File: src/rtl/hazard_controller_pkg.sv
// Shared encodings for the pipeline hazard controller: forwarding selects and FSM states.
package hazard_controller_pkg;

  localparam int unsigned RegAddrW = 5;

  typedef enum logic [1:0] {
    FWD_RF = 2'b00,
    FWD_W  = 2'b01,
    FWD_M  = 2'b10
  } fwd_sel_e;

  typedef enum logic [1:0] {
    StRun     = 2'b00,
    StMemWait = 2'b01,
    StErr     = 2'b10
  } state_e;

endpackage

File: src/rtl/hazard_controller_if.sv
// Pipeline <-> hazard controller bundle; master is the pipeline, slave is the controller.
interface hazard_controller_if
  import hazard_controller_pkg::*;
#(
  parameter int unsigned CNT_W = 16
);
  logic [RegAddrW-1:0] rs1_d, rs2_d, rs1_e, rs2_e, rd_e, rd_m, rd_w;
  logic                result_src_e, pcsrc_e, reg_write_m, mem_req_m, dmem_ready, reg_write_w;
  logic [1:0]          forward_a_e, forward_b_e;
  logic                stall_f, stall_d, stall_e, stall_m;
  logic                flush_d, flush_e, flush_w;
  logic                mem_err;
  logic [CNT_W-1:0]    stall_cnt, flush_cnt;

  modport master (
    output rs1_d, rs2_d, rs1_e, rs2_e, rd_e, rd_m, rd_w,
    output result_src_e, pcsrc_e, reg_write_m, mem_req_m, dmem_ready, reg_write_w,
    input  forward_a_e, forward_b_e, stall_f, stall_d, stall_e, stall_m,
    input  flush_d, flush_e, flush_w, mem_err, stall_cnt, flush_cnt
  );

  modport slave (
    input  rs1_d, rs2_d, rs1_e, rs2_e, rd_e, rd_m, rd_w,
    input  result_src_e, pcsrc_e, reg_write_m, mem_req_m, dmem_ready, reg_write_w,
    output forward_a_e, forward_b_e, stall_f, stall_d, stall_e, stall_m,
    output flush_d, flush_e, flush_w, mem_err, stall_cnt, flush_cnt
  );

endinterface

File: src/rtl/hazard_controller_forward_unit.sv
// Execute-stage operand forwarding select for one ALU source; Memory beats Writeback, x0 never forwards.
module hazard_controller_forward_unit
  import hazard_controller_pkg::*;
(
  input  logic [RegAddrW-1:0] i_rs_e,
  input  logic [RegAddrW-1:0] i_rd_m,
  input  logic                i_reg_write_m,
  input  logic [RegAddrW-1:0] i_rd_w,
  input  logic                i_reg_write_w,
  output fwd_sel_e            o_sel
);

  always_comb begin
    o_sel = FWD_RF;
    if (i_reg_write_m && (i_rd_m != '0) && (i_rd_m == i_rs_e)) begin
      o_sel = FWD_M;
    end else if (i_reg_write_w && (i_rd_w != '0) && (i_rd_w == i_rs_e)) begin
      o_sel = FWD_W;
    end
  end

endmodule

File: src/rtl/hazard_controller.sv
// 5-stage pipeline hazard controller: forwarding, load-use stall, branch flush,
// data-memory wait freeze with timeout trap, and saturating stall/flush counters.
module hazard_controller
  import hazard_controller_pkg::*;
#(
  parameter int unsigned MEM_TIMEOUT = 16,
  parameter int unsigned CNT_W       = 16
) (
  input  logic         i_clk,
  input  logic         i_rst_n,
  hazard_controller_if.slave io_hc
);

  localparam int unsigned        WaitW      = $clog2(MEM_TIMEOUT + 1);
  localparam logic [WaitW-1:0]   TimeoutVal = WaitW'(MEM_TIMEOUT);

  state_e             r_state_q, r_state_d;
  logic [WaitW-1:0]   r_wait_q, r_wait_d;
  logic               r_err_q, r_err_d;
  logic [CNT_W-1:0]   r_stall_cnt_q, r_stall_cnt_d;
  logic [CNT_W-1:0]   r_flush_cnt_q, r_flush_cnt_d;

  fwd_sel_e           w_fwd_a, w_fwd_b;
  logic               w_mem_wait, w_load_use, w_branch;
  logic               w_freeze, w_lu_stall, w_flush_d, w_flush_e;
  logic [WaitW-1:0]   w_wait_inc;

  hazard_controller_forward_unit u_fwd_a (
    .i_rs_e       (io_hc.rs1_e),
    .i_rd_m       (io_hc.rd_m),
    .i_reg_write_m(io_hc.reg_write_m),
    .i_rd_w       (io_hc.rd_w),
    .i_reg_write_w(io_hc.reg_write_w),
    .o_sel        (w_fwd_a)
  );

  hazard_controller_forward_unit u_fwd_b (
    .i_rs_e       (io_hc.rs2_e),
    .i_rd_m       (io_hc.rd_m),
    .i_reg_write_m(io_hc.reg_write_m),
    .i_rd_w       (io_hc.rd_w),
    .i_reg_write_w(io_hc.reg_write_w),
    .o_sel        (w_fwd_b)
  );

  assign w_mem_wait = io_hc.mem_req_m & ~io_hc.dmem_ready;
  assign w_branch   = io_hc.pcsrc_e;
  assign w_load_use = io_hc.result_src_e && (io_hc.rd_e != '0) &&
                      ((io_hc.rd_e == io_hc.rs1_d) || (io_hc.rd_e == io_hc.rs2_d));
  assign w_wait_inc = (r_state_q == StRun) ? WaitW'(1) : r_wait_q + 1'b1;

  always_comb begin
    r_state_d  = r_state_q;
    r_wait_d   = r_wait_q;
    r_err_d    = r_err_q;
    w_freeze   = 1'b0;
    w_lu_stall = 1'b0;
    w_flush_d  = 1'b0;
    w_flush_e  = 1'b0;
    case (r_state_q)
      StRun, StMemWait: begin
        // Once waiting, only DMemReady releases the freeze.
        if ((r_state_q == StRun) ? w_mem_wait : !io_hc.dmem_ready) begin
          w_freeze  = 1'b1;
          r_wait_d  = w_wait_inc;
          r_state_d = StMemWait;
          if (w_wait_inc >= TimeoutVal) begin
            r_state_d = StErr;
            r_err_d   = 1'b1;
          end
        end else begin
          r_state_d = StRun;
          r_wait_d  = '0;
          if (w_branch) begin
            w_flush_d = 1'b1;
            w_flush_e = 1'b1;
          end else if (w_load_use) begin
            w_lu_stall = 1'b1;
            w_flush_e  = 1'b1;
          end
        end
      end
      StErr:   w_freeze = 1'b1;
      default: r_state_d = StRun;
    endcase
  end

  always_comb begin
    r_stall_cnt_d = r_stall_cnt_q;
    r_flush_cnt_d = r_flush_cnt_q;
    if (r_state_q != StErr) begin
      if ((w_freeze || w_lu_stall) && (r_stall_cnt_q != '1)) r_stall_cnt_d = r_stall_cnt_q + 1'b1;
      if (w_flush_e && (r_flush_cnt_q != '1))                r_flush_cnt_d = r_flush_cnt_q + 1'b1;
    end
  end

  always_ff @(posedge i_clk or negedge i_rst_n) begin
    if (!i_rst_n) begin
      r_state_q     <= StRun;
      r_wait_q      <= '0;
      r_err_q       <= 1'b0;
      r_stall_cnt_q <= '0;
      r_flush_cnt_q <= '0;
    end else begin
      r_state_q     <= r_state_d;
      r_wait_q      <= r_wait_d;
      r_err_q       <= r_err_d;
      r_stall_cnt_q <= r_stall_cnt_d;
      r_flush_cnt_q <= r_flush_cnt_d;
    end
  end

  // Control outputs are forced quiet for the whole time reset is held.
  assign io_hc.forward_a_e = i_rst_n ? w_fwd_a : FWD_RF;
  assign io_hc.forward_b_e = i_rst_n ? w_fwd_b : FWD_RF;
  assign io_hc.stall_f     = i_rst_n & (w_freeze | w_lu_stall);
  assign io_hc.stall_d     = i_rst_n & (w_freeze | w_lu_stall);
  assign io_hc.stall_e     = i_rst_n & w_freeze;
  assign io_hc.stall_m     = i_rst_n & w_freeze;
  assign io_hc.flush_w     = i_rst_n & w_freeze;
  assign io_hc.flush_d     = i_rst_n & w_flush_d;
  assign io_hc.flush_e     = i_rst_n & w_flush_e;
  assign io_hc.mem_err     = r_err_q;
  assign io_hc.stall_cnt   = r_stall_cnt_q;
  assign io_hc.flush_cnt   = r_flush_cnt_q;

endmodule

File: src/flat_wrapper.sv
// flat-port wrapper written by rule: the top's interface ports become plain ports
module hazard_controller_flat import hazard_controller_pkg::*;
#(
  parameter int unsigned MEM_TIMEOUT = 16,
  parameter int unsigned CNT_W       = 16
)
  (i_clk, i_rst_n, io_hc_rs1_d, io_hc_rs2_d, io_hc_rs1_e, io_hc_rs2_e, io_hc_rd_e, io_hc_rd_m, io_hc_rd_w, io_hc_result_src_e, io_hc_pcsrc_e, io_hc_reg_write_m, io_hc_mem_req_m, io_hc_dmem_ready, io_hc_reg_write_w, io_hc_forward_a_e, io_hc_forward_b_e, io_hc_stall_f, io_hc_stall_d, io_hc_stall_e, io_hc_stall_m, io_hc_flush_d, io_hc_flush_e, io_hc_flush_w, io_hc_mem_err, io_hc_stall_cnt, io_hc_flush_cnt);
  hazard_controller_if #(.CNT_W(CNT_W)) io_hc_i ();
  input  logic i_clk;
  input  logic i_rst_n;
  input wire logic [$bits(io_hc_i.rs1_d)-1:0] io_hc_rs1_d;
  input wire logic [$bits(io_hc_i.rs2_d)-1:0] io_hc_rs2_d;
  input wire logic [$bits(io_hc_i.rs1_e)-1:0] io_hc_rs1_e;
  input wire logic [$bits(io_hc_i.rs2_e)-1:0] io_hc_rs2_e;
  input wire logic [$bits(io_hc_i.rd_e)-1:0] io_hc_rd_e;
  input wire logic [$bits(io_hc_i.rd_m)-1:0] io_hc_rd_m;
  input wire logic [$bits(io_hc_i.rd_w)-1:0] io_hc_rd_w;
  input wire logic [$bits(io_hc_i.result_src_e)-1:0] io_hc_result_src_e;
  input wire logic [$bits(io_hc_i.pcsrc_e)-1:0] io_hc_pcsrc_e;
  input wire logic [$bits(io_hc_i.reg_write_m)-1:0] io_hc_reg_write_m;
  input wire logic [$bits(io_hc_i.mem_req_m)-1:0] io_hc_mem_req_m;
  input wire logic [$bits(io_hc_i.dmem_ready)-1:0] io_hc_dmem_ready;
  input wire logic [$bits(io_hc_i.reg_write_w)-1:0] io_hc_reg_write_w;
  output wire logic [$bits(io_hc_i.forward_a_e)-1:0] io_hc_forward_a_e;
  output wire logic [$bits(io_hc_i.forward_b_e)-1:0] io_hc_forward_b_e;
  output wire logic [$bits(io_hc_i.stall_f)-1:0] io_hc_stall_f;
  output wire logic [$bits(io_hc_i.stall_d)-1:0] io_hc_stall_d;
  output wire logic [$bits(io_hc_i.stall_e)-1:0] io_hc_stall_e;
  output wire logic [$bits(io_hc_i.stall_m)-1:0] io_hc_stall_m;
  output wire logic [$bits(io_hc_i.flush_d)-1:0] io_hc_flush_d;
  output wire logic [$bits(io_hc_i.flush_e)-1:0] io_hc_flush_e;
  output wire logic [$bits(io_hc_i.flush_w)-1:0] io_hc_flush_w;
  output wire logic [$bits(io_hc_i.mem_err)-1:0] io_hc_mem_err;
  output wire logic [$bits(io_hc_i.stall_cnt)-1:0] io_hc_stall_cnt;
  output wire logic [$bits(io_hc_i.flush_cnt)-1:0] io_hc_flush_cnt;
  assign io_hc_i.rs1_d = io_hc_rs1_d;
  assign io_hc_i.rs2_d = io_hc_rs2_d;
  assign io_hc_i.rs1_e = io_hc_rs1_e;
  assign io_hc_i.rs2_e = io_hc_rs2_e;
  assign io_hc_i.rd_e = io_hc_rd_e;
  assign io_hc_i.rd_m = io_hc_rd_m;
  assign io_hc_i.rd_w = io_hc_rd_w;
  assign io_hc_i.result_src_e = io_hc_result_src_e;
  assign io_hc_i.pcsrc_e = io_hc_pcsrc_e;
  assign io_hc_i.reg_write_m = io_hc_reg_write_m;
  assign io_hc_i.mem_req_m = io_hc_mem_req_m;
  assign io_hc_i.dmem_ready = io_hc_dmem_ready;
  assign io_hc_i.reg_write_w = io_hc_reg_write_w;
  assign io_hc_forward_a_e = io_hc_i.forward_a_e;
  assign io_hc_forward_b_e = io_hc_i.forward_b_e;
  assign io_hc_stall_f = io_hc_i.stall_f;
  assign io_hc_stall_d = io_hc_i.stall_d;
  assign io_hc_stall_e = io_hc_i.stall_e;
  assign io_hc_stall_m = io_hc_i.stall_m;
  assign io_hc_flush_d = io_hc_i.flush_d;
  assign io_hc_flush_e = io_hc_i.flush_e;
  assign io_hc_flush_w = io_hc_i.flush_w;
  assign io_hc_mem_err = io_hc_i.mem_err;
  assign io_hc_stall_cnt = io_hc_i.stall_cnt;
  assign io_hc_flush_cnt = io_hc_i.flush_cnt;
  hazard_controller #(.MEM_TIMEOUT(MEM_TIMEOUT), .CNT_W(CNT_W)) u_core (.i_clk(i_clk), .i_rst_n(i_rst_n), .io_hc(io_hc_i));
endmodule
File: config.mk
export PLATFORM = sky130hd
export DESIGN_NAME = hazard_controller_flat
export DESIGN_NICKNAME = d
export VERILOG_FILES = /design/src/rtl/hazard_controller_pkg.sv /design/src/rtl/hazard_controller_if.sv /design/src/rtl/hazard_controller_forward_unit.sv /design/src/rtl/hazard_controller.sv /design/src/flat_wrapper.sv
export SDC_FILE = /design/constraint.sdc
export NUM_CORES = 1
export LEC_CHECK = 0
export ABC_AREA = 1
export BUFFER_PORTS_ARGS = -buffer_cell sky130_fd_sc_hd__buf_4
export CORE_AREA = 2 2 91 76
export DETAILED_ROUTE_END_ITERATION = 10
export DIE_AREA = 0 0 93 78
export PLACE_DENSITY = 0.76
export SLEW_MARGIN = 5
export SYNTH_ARGS = -nofsm -noshare
export SYNTH_HDL_FRONTEND = slang
export SYNTH_HIERARCHICAL = 1
export SYNTH_SLANG_ARGS = --single-unit
export TNS_END_PERCENT = 10
File: constraint.sdc
create_clock -name i_clk -period 1.9 [get_ports i_clk]
set_input_delay 0.19 -clock i_clk [delete_from_list [all_inputs] [get_ports i_clk]]
set_output_delay 0.19 -clock i_clk [all_outputs]
set_load 0.01 [all_outputs]
==> results of run 1 <==
## worst max path at each step
stage / from / end / slack [ns] / cells after the start
finish: u_core/r_state_q[0] / io_hc_stall_d / -0.01 / 8
global route: u_core/r_state_q[0] / io_hc_stall_d / -0.11 / 8
CTS: u_core/r_state_q[0] / io_hc_stall_d / 0.02 / 8
detailed placement: u_core/io_hc.stall_cnt[0] / u_core/io_hc.stall_cnt[14] / 0.16 / 9
global placement: u_core/io_hc.stall_cnt[0] / u_core/io_hc.stall_cnt[3] / 0.22 / 9
floorplan: u_core/io_hc.flush_cnt[0] / u_core/io_hc.flush_cnt[11] / 0.27 / 9
## timing repair
item	4_1_cts	5_1_grt
pin swaps	1	6
setup endpoints to repair	4	17
buffers inserted	2	3
resized for setup	1	10
gates cloned	0	0
hold buffers	0	0
## synthesized netlist by cell type
cell type / count
nand2_2: 5
nor4_2: 1
a21oi_1: 3
nand3_1: 27
clkbuf_1: 1
dfrtp_1: 40
nand4_1: 23
o31ai_1: 1
inv_1: 81
buf_6: 4
nor2_4: 1
nor2_2: 6
a21boi_0: 2
nor3_1: 9
xor2_1: 16
o21ai_0: 17
buf_8: 1
buf_4: 4
nand2_1: 145
nor3b_2: 1
o21bai_2: 1
inv_2: 6
o21ai_1: 5
nand4_4: 1
xnor2_1: 11
clkbuf_2: 1
o21ai_2: 5
o22ai_1: 1
buf_2: 1
nor2_1: 38
ha_1: 3
nor4_1: 1
nand3_2: 5
nor4_4: 1
## per-stage QoR
step | hold slack [ns] | utilization | instance area, um^2 | setup slack (ns) | power (mW)
floorplan | -0.106 | - | 3130 | 0.271 | 0.969
global placement | 0.349 | 0.620 | 3870 | 0.223 | 1.10
detailed placement | 0.362 | 0.620 | 3870 | 0.158 | 1.10
CTS | 0.0422 | 0.640 | 4000 | 0.0169 | 1.80
global route | 0.0737 | 0.649 | 4050 | -0.107 | 1.87
finish | 0.00454 | 0.649 | 4050 | -0.0129 | 1.78
## critical path: stages, from the launching register on
cell and delay [ns]:
dfrtp_1 0.42, inv_2 0.10, nand2_4 0.06, o21bai_4 0.18, nand2_2 0.10, nor2_2 0.15
nand3_2 0.11, a21oi_2 0.17, buf_4 0.14
## flip-flops by register name (all words and copies together) (netlist names)
register / count
u_core/io_hc.flush_cnt: 16
u_core/io_hc.mem_err: 1
u_core/io_hc.stall_cnt: 16
u_core/r_state_q: 2
u_core/r_wait_q: 5
## routing by layer
metal	vias up	global-route usage	share of wire	wire length, um
met5	-	0	0	0
met4	0	0.0574	0.0050	40
met3	4	0.0359	0.039	313
met2	74	0.389	0.49	3920
met1	1476	0.302	0.46	3690
li1	1650	-	-	-
## final cells by class
class | count | area (um^2)
sequential | 40 | 1000
tap | 84 | 105
fill | 573 | 2190
inverter | 87 | 327
clock buffer | 6 | 72.6
clock inverter | 2 | 35.0
multi-input combinational | 329 | 1730
timing repair buffer | 102 | 778
## logic make-up after synthesis
kind of cell / share of synthesized area
xor gates and xnor gates: 0.0756
adders and majority gates: 0.0120
and+or+nand+nor: 0.388
buffers and inverters: 0.138
AOI/OAI and AO/OA: 0.0668
DFF: 0.320
## where the power goes
group,switching (mW),internal [mW],leakage (nW),total [mW]
clock,0.304,0.390,0.0552,0.695
sequential,0,0.850,0.523,0.850
combinational,0.130,0.109,1.60,0.239
total,0.435,1.35,2.18,1.78
## placed cells by master, fill, tap and decap left out, types with 2 or more instances in the layout
cell type  synthesis  layout
nand2_1          145     143
buf_4              4     101
inv_1             81      79
dfrtp_1           40      40
nor2_1            38      36
nand3_1           27      26
nand4_1           23      23
o21ai_0           17      17
xor2_1            16      16
xnor2_1           11      11
nor3_1             9       9
inv_2              6       8
nor2_2             6       7
nand2_2            5       6
nand3_2            5       6
clkbuf_8           0       5
o21ai_1            5       5
o21ai_2            5       5
ha_1               3       3
nor2_4             1       2
a21oi_1            3       2
a21boi_0           2       2
==> impl_metrics.csv, run 1 <==
group,metric,value,unit
status,status,"finished with violations",
status,violations,"negative setup slack",
logic_synthesis,ys_seq_area_frac,0.320,
worst_setup_path,timing.rr.start,"u_core/r_state_q[0]",
route,drtIter0Drc,100,
cells_and_area,drive_above_1_share,0.265,
cts,cts_max_level,2,
cts,clk_pin_slew,0.08,ns
die,start_util,0.501,
power_and_ir_drop,p_leak,2.18,nW
placed_design,hpwl,6110,um
timing,fmax,0.523,GHz
placed_design,place.gp.congestion,0.916,
die,dieArea,7250,um^2
die,dieWidth,93,um
route,first_pass_iters,4,
route,wire_per_inst,12.3,um
cts,cts_root_buf,"clkbuf_8",
route,vias,3204,
die,pin_count,87,
cells_and_area,finalNonFillerCells,650,
worst_setup_path,start_kind,"register",
hold_path,hold_path_class,"in2async",
worst_setup_path,r2r_end,"u_core/io_hc.stall_cnt[1]",
die,die_y,78,um
timing,clock_skew,0.00504,ns
placed_design,port_buffers,86,
worst_setup_path,reg2reg_depth,10,
placed_design,place_inst,637,
logic_synthesis,synth.area.top_cells,"dfrtp_1, nand2_1, inv_1",
worst_setup_path,crit_arrival,1.72,ns
global_route,grt_use_total,0.228,
timing,max-slew-margin-rel,0.662,
worst_setup_path,path_max_fanout,3,
timing,final-hold-violation-count,0,
logic_synthesis,synth_seq_cells,40,
logic_synthesis,postSynthAreaPerCell,6.69,um^2
route,drc,0,
power_and_ir_drop,p_per_area,440,nW/um^2
timing,layout_min_cycle_time,1.91,ns
run,max_cap_violations,0,
cts,cts.sink_count,40,
logic_synthesis,synth_nets,514,
timing,finalSetupViolCount,2,
logic_synthesis,yosysWarnings,6,
logic_synthesis,syn_inst,468,
worst_setup_path,end_kind,"output pin",
cts,insertion_delay,0.29,ns
timing,finalSetupTns,-0.0253,ns
timing,drv_slew,0,
route,postRouteAntennaNets,0,
cells_and_area,syn2layout_area_growth,29.5,%
cts,cts_buffer_depth,2,
route,routed_wirelength,7970,um
cells_and_area,nets,611,
logic_synthesis,synth_largest_area_cell,"dfrtp_1",
timing,rsz0062_at_grt,"true",
timing,setup_slack,-0.0129,ns
cts,cts-buffers-inserted,5,
global_route,grt.overflow.total,0,
power_and_ir_drop,peakVddDrop,0.353,mV
worst_setup_path,rrSetupSlack,0.12,ns
timing,worst-slew-pin-transition,0.508,ns
logic_synthesis,yosys.area.top_type_share,0.320,
global_route,grt_max_degree,41,
timing,period_share,1.01,
die,core_area,6250,um^2
logic_synthesis,syn_area,3130,um^2
global_route,antenna_found_initial,0,
worst_setup_path,crit_required,1.71,ns
cells_and_area,antenna_cells,0,
cts,cts_tree,"built",
global_route,grt_pass1_wl,13500,um
global_route,grt_pass1_vias,3051,
route,via_per_inst,4.93,
logic_synthesis,synth_cell_types,34,
worst_setup_path,critPathKind,"reg2out",
die,row_count,26,
No activity file was read; power rests on OpenSTA's default activity.
==> run 2, diff against run 1 <==
PLACE_DENSITY = 0.83   (was 0.76)
==> run 2 against run 1 <==
  * The run now ends clean
  * Clock power decreased by 16%
  * Sequential power about the same
  * Die area unchanged
  * Worst setup slack improved by 0.068 ns
  * Routed wire length increased by 2.3%
  * Non-clock buffer count increased by 8
  * Clock skew decreased by 0.00075 ns
  * Highest routed layer unchanged
==> impl_metrics.csv, run 2 (same netlist as run 1, synthesis figures left out) <==
group,metric,value,unit
status,status,"complete, no violations",
worst_setup_path,end_kind,"output pin",
cells_and_area,num-fill-cells,555,
timing,clock_skew,0.00430,ns
cells_and_area,antenna_cells,0,
placed_design,hpwl,6290,um
die,core_area,6250,um^2
global_route,grt_pass1_wl,13500,um
cells_and_area,syn2layout_area_growth,31.3,%
placed_design,place.gp.congestion,0.920,
die,dieWidth,93,um
timing,drv_slew,0,
global_route,grt_use_total,0.229,
run,max_cap_violations,0,
timing,final-hold-violation-count,0,
power_and_ir_drop,p_leak,2.24,nW
timing,finalSetupViolCount,0,
cts,cts-buffers-inserted,5,
cts,cts_hold_buf,0,
worst_setup_path,max_stage_delay,0.42,ns
route,drc,0,
cells_and_area,final_cell_mix,"nand2_1, buf_4, inv_1",
route,wire_per_inst,12.4,um
die,row_count,26,
timing,rsz0062_at_grt,"true",
timing,layout_min_cycle_time,1.84,ns
global_route,grt.overflow.total,0,
route,routed_wirelength,8150,um
cells_and_area,nets,619,
global_route,antenna_found_initial,0,
worst_setup_path,crit_required,1.71,ns
cts,cts_tree,"built",
cells_and_area,final_common_cell,"nand2_1",
die,die_y,78,um
timing,hold_ws,0.0276,ns
placed_design,port_buffers,86,
route,first_pass_iters,5,
timing,period_share,0.971,
worst_setup_path,path_max_fanout,3,
cts,cts.sink_count,40,
placed_design,place_inst,642,
cts,cts_root_buf,"clkbuf_8",
route,postRouteAntennaNets,0,
die,start_util,0.501,
die,dieArea,7250,um^2
route,via_per_inst,5.02,
route,drtIter0Drc,245,
worst_setup_path,crit_arrival,1.65,ns
timing,finalSetupTns,0,ns
power_and_ir_drop,peakVddDrop,0.367,mV
cells_and_area,drive_above_1_share,0.272,
global_route,grt_max_degree,41,
cts,cts_buffer_depth,2,
route,vias,3306,
timing,worst-slew-pin-transition,0.507,ns
cells_and_area,finalNonFillerCells,658,
hold_path,hold_path_class,"in2async",
timing,fmax,0.542,GHz
cts,cts_max_level,2,
die,pin_count,87,
worst_setup_path,critPathKind,"reg2out",
cts,insertion_delay,0.29,ns
worst_setup_path,start_kind,"register",
global_route,grt_pass1_vias,3081,
timing,max-slew-margin-rel,0.662,
worst_setup_path,critPathSlowestCell,"dfrtp_1",
worst_setup_path,cp_cell_sequence,"inv_2 > nand2_4 > o21bai_4 > nand2_2 > nor2_1 > nand3_1 > a21oi_2 > buf_4",
power_and_ir_drop,p_per_area,407,nW/um^2
cts,clk_pin_slew,0.08,ns
==> run 2: path summary, 6_finish.rpt <==
check,startpoint,endpoint,slack (ns),cells after the start
min in group i_clk,io_hc_dmem_ready,u_core/r_wait_q[2],0.30,5
min,i_rst_n,u_core/r_wait_q[0],0.03,2
max reg2reg,u_core/r_state_q[0],u_core/io_hc.stall_cnt[2],0.13,11
max in group asynchronous,i_rst_n,u_core/io_hc.stall_cnt[5],1.52,2
min reg2reg,u_core/io_hc.mem_err,u_core/io_hc.mem_err,0.48,2
max,u_core/r_state_q[0],io_hc_stall_f,0.06,8
==> run 2: metrics by stage <==
stage / util / worst slack [ns] / instance area (um^2) / total power, mW
after CTS: 0.650 / 0.00552 / 4060 / 1.69
after global placement: 0.628 / 0.277 / 3920 / 1.09
after floorplan: - / 0.271 / 3130 / 0.969
after detailed placement: 0.628 / 0.167 / 3920 / 1.10
after global routing: 0.658 / -0.0411 / 4110 / 1.75
final: 0.658 / 0.0552 / 4110 / 1.67
==> run 2: area by class of cell <==
| cell class | count | area [um^2] | area share |
|---|---|---|---|
| well taps | 84 | 105 | 0.0256 |
| repair buffers | 110 | 851 | 0.207 |
| clock inverters | 2 | 10.0 | 0.00244 |
| inverters | 87 | 327 | 0.0795 |
| clock buffers | 6 | 82.6 | 0.0201 |
| multi-input cells | 329 | 1730 | 0.422 |
| flip-flops and latches | 40 | 1000 | 0.244 |
==> run 2: layer usage <==
metal  up-vias  routed length [um]  track usage
li1       1665                   -            -
met2       109                3980        0.399
met1      1524                3630        0.302
met5         -                   0            0
met3         8                 469       0.0350
met4         0                  65       0.0471
==> run 2: worst max-delay path, delay by kind of cell, from the launching register on <==
| kind | cells | cell delay, ns |
|---|---|---|
| compound gates | 2 | 0.35 |
| buf+inv | 2 | 0.24 |
| flops | 1 | 0.42 |
| simple gates | 4 | 0.36 |
==> run 2: report_power, final <==
part | switching, mW | internal, mW | total (mW)
clock | 0.296 | 0.290 | 0.586
combinational | 0.129 | 0.109 | 0.237
sequential | 0 | 0.850 | 0.850
==> run 2: timing repair <==
item	in CTS	in global routing
endpoints found under the hold margin	0	0
pin swaps	4	4
setup buffers	4	4
gates cloned	0	0
gates resized for setup	4	5
endpoints found under the setup margin	5	18
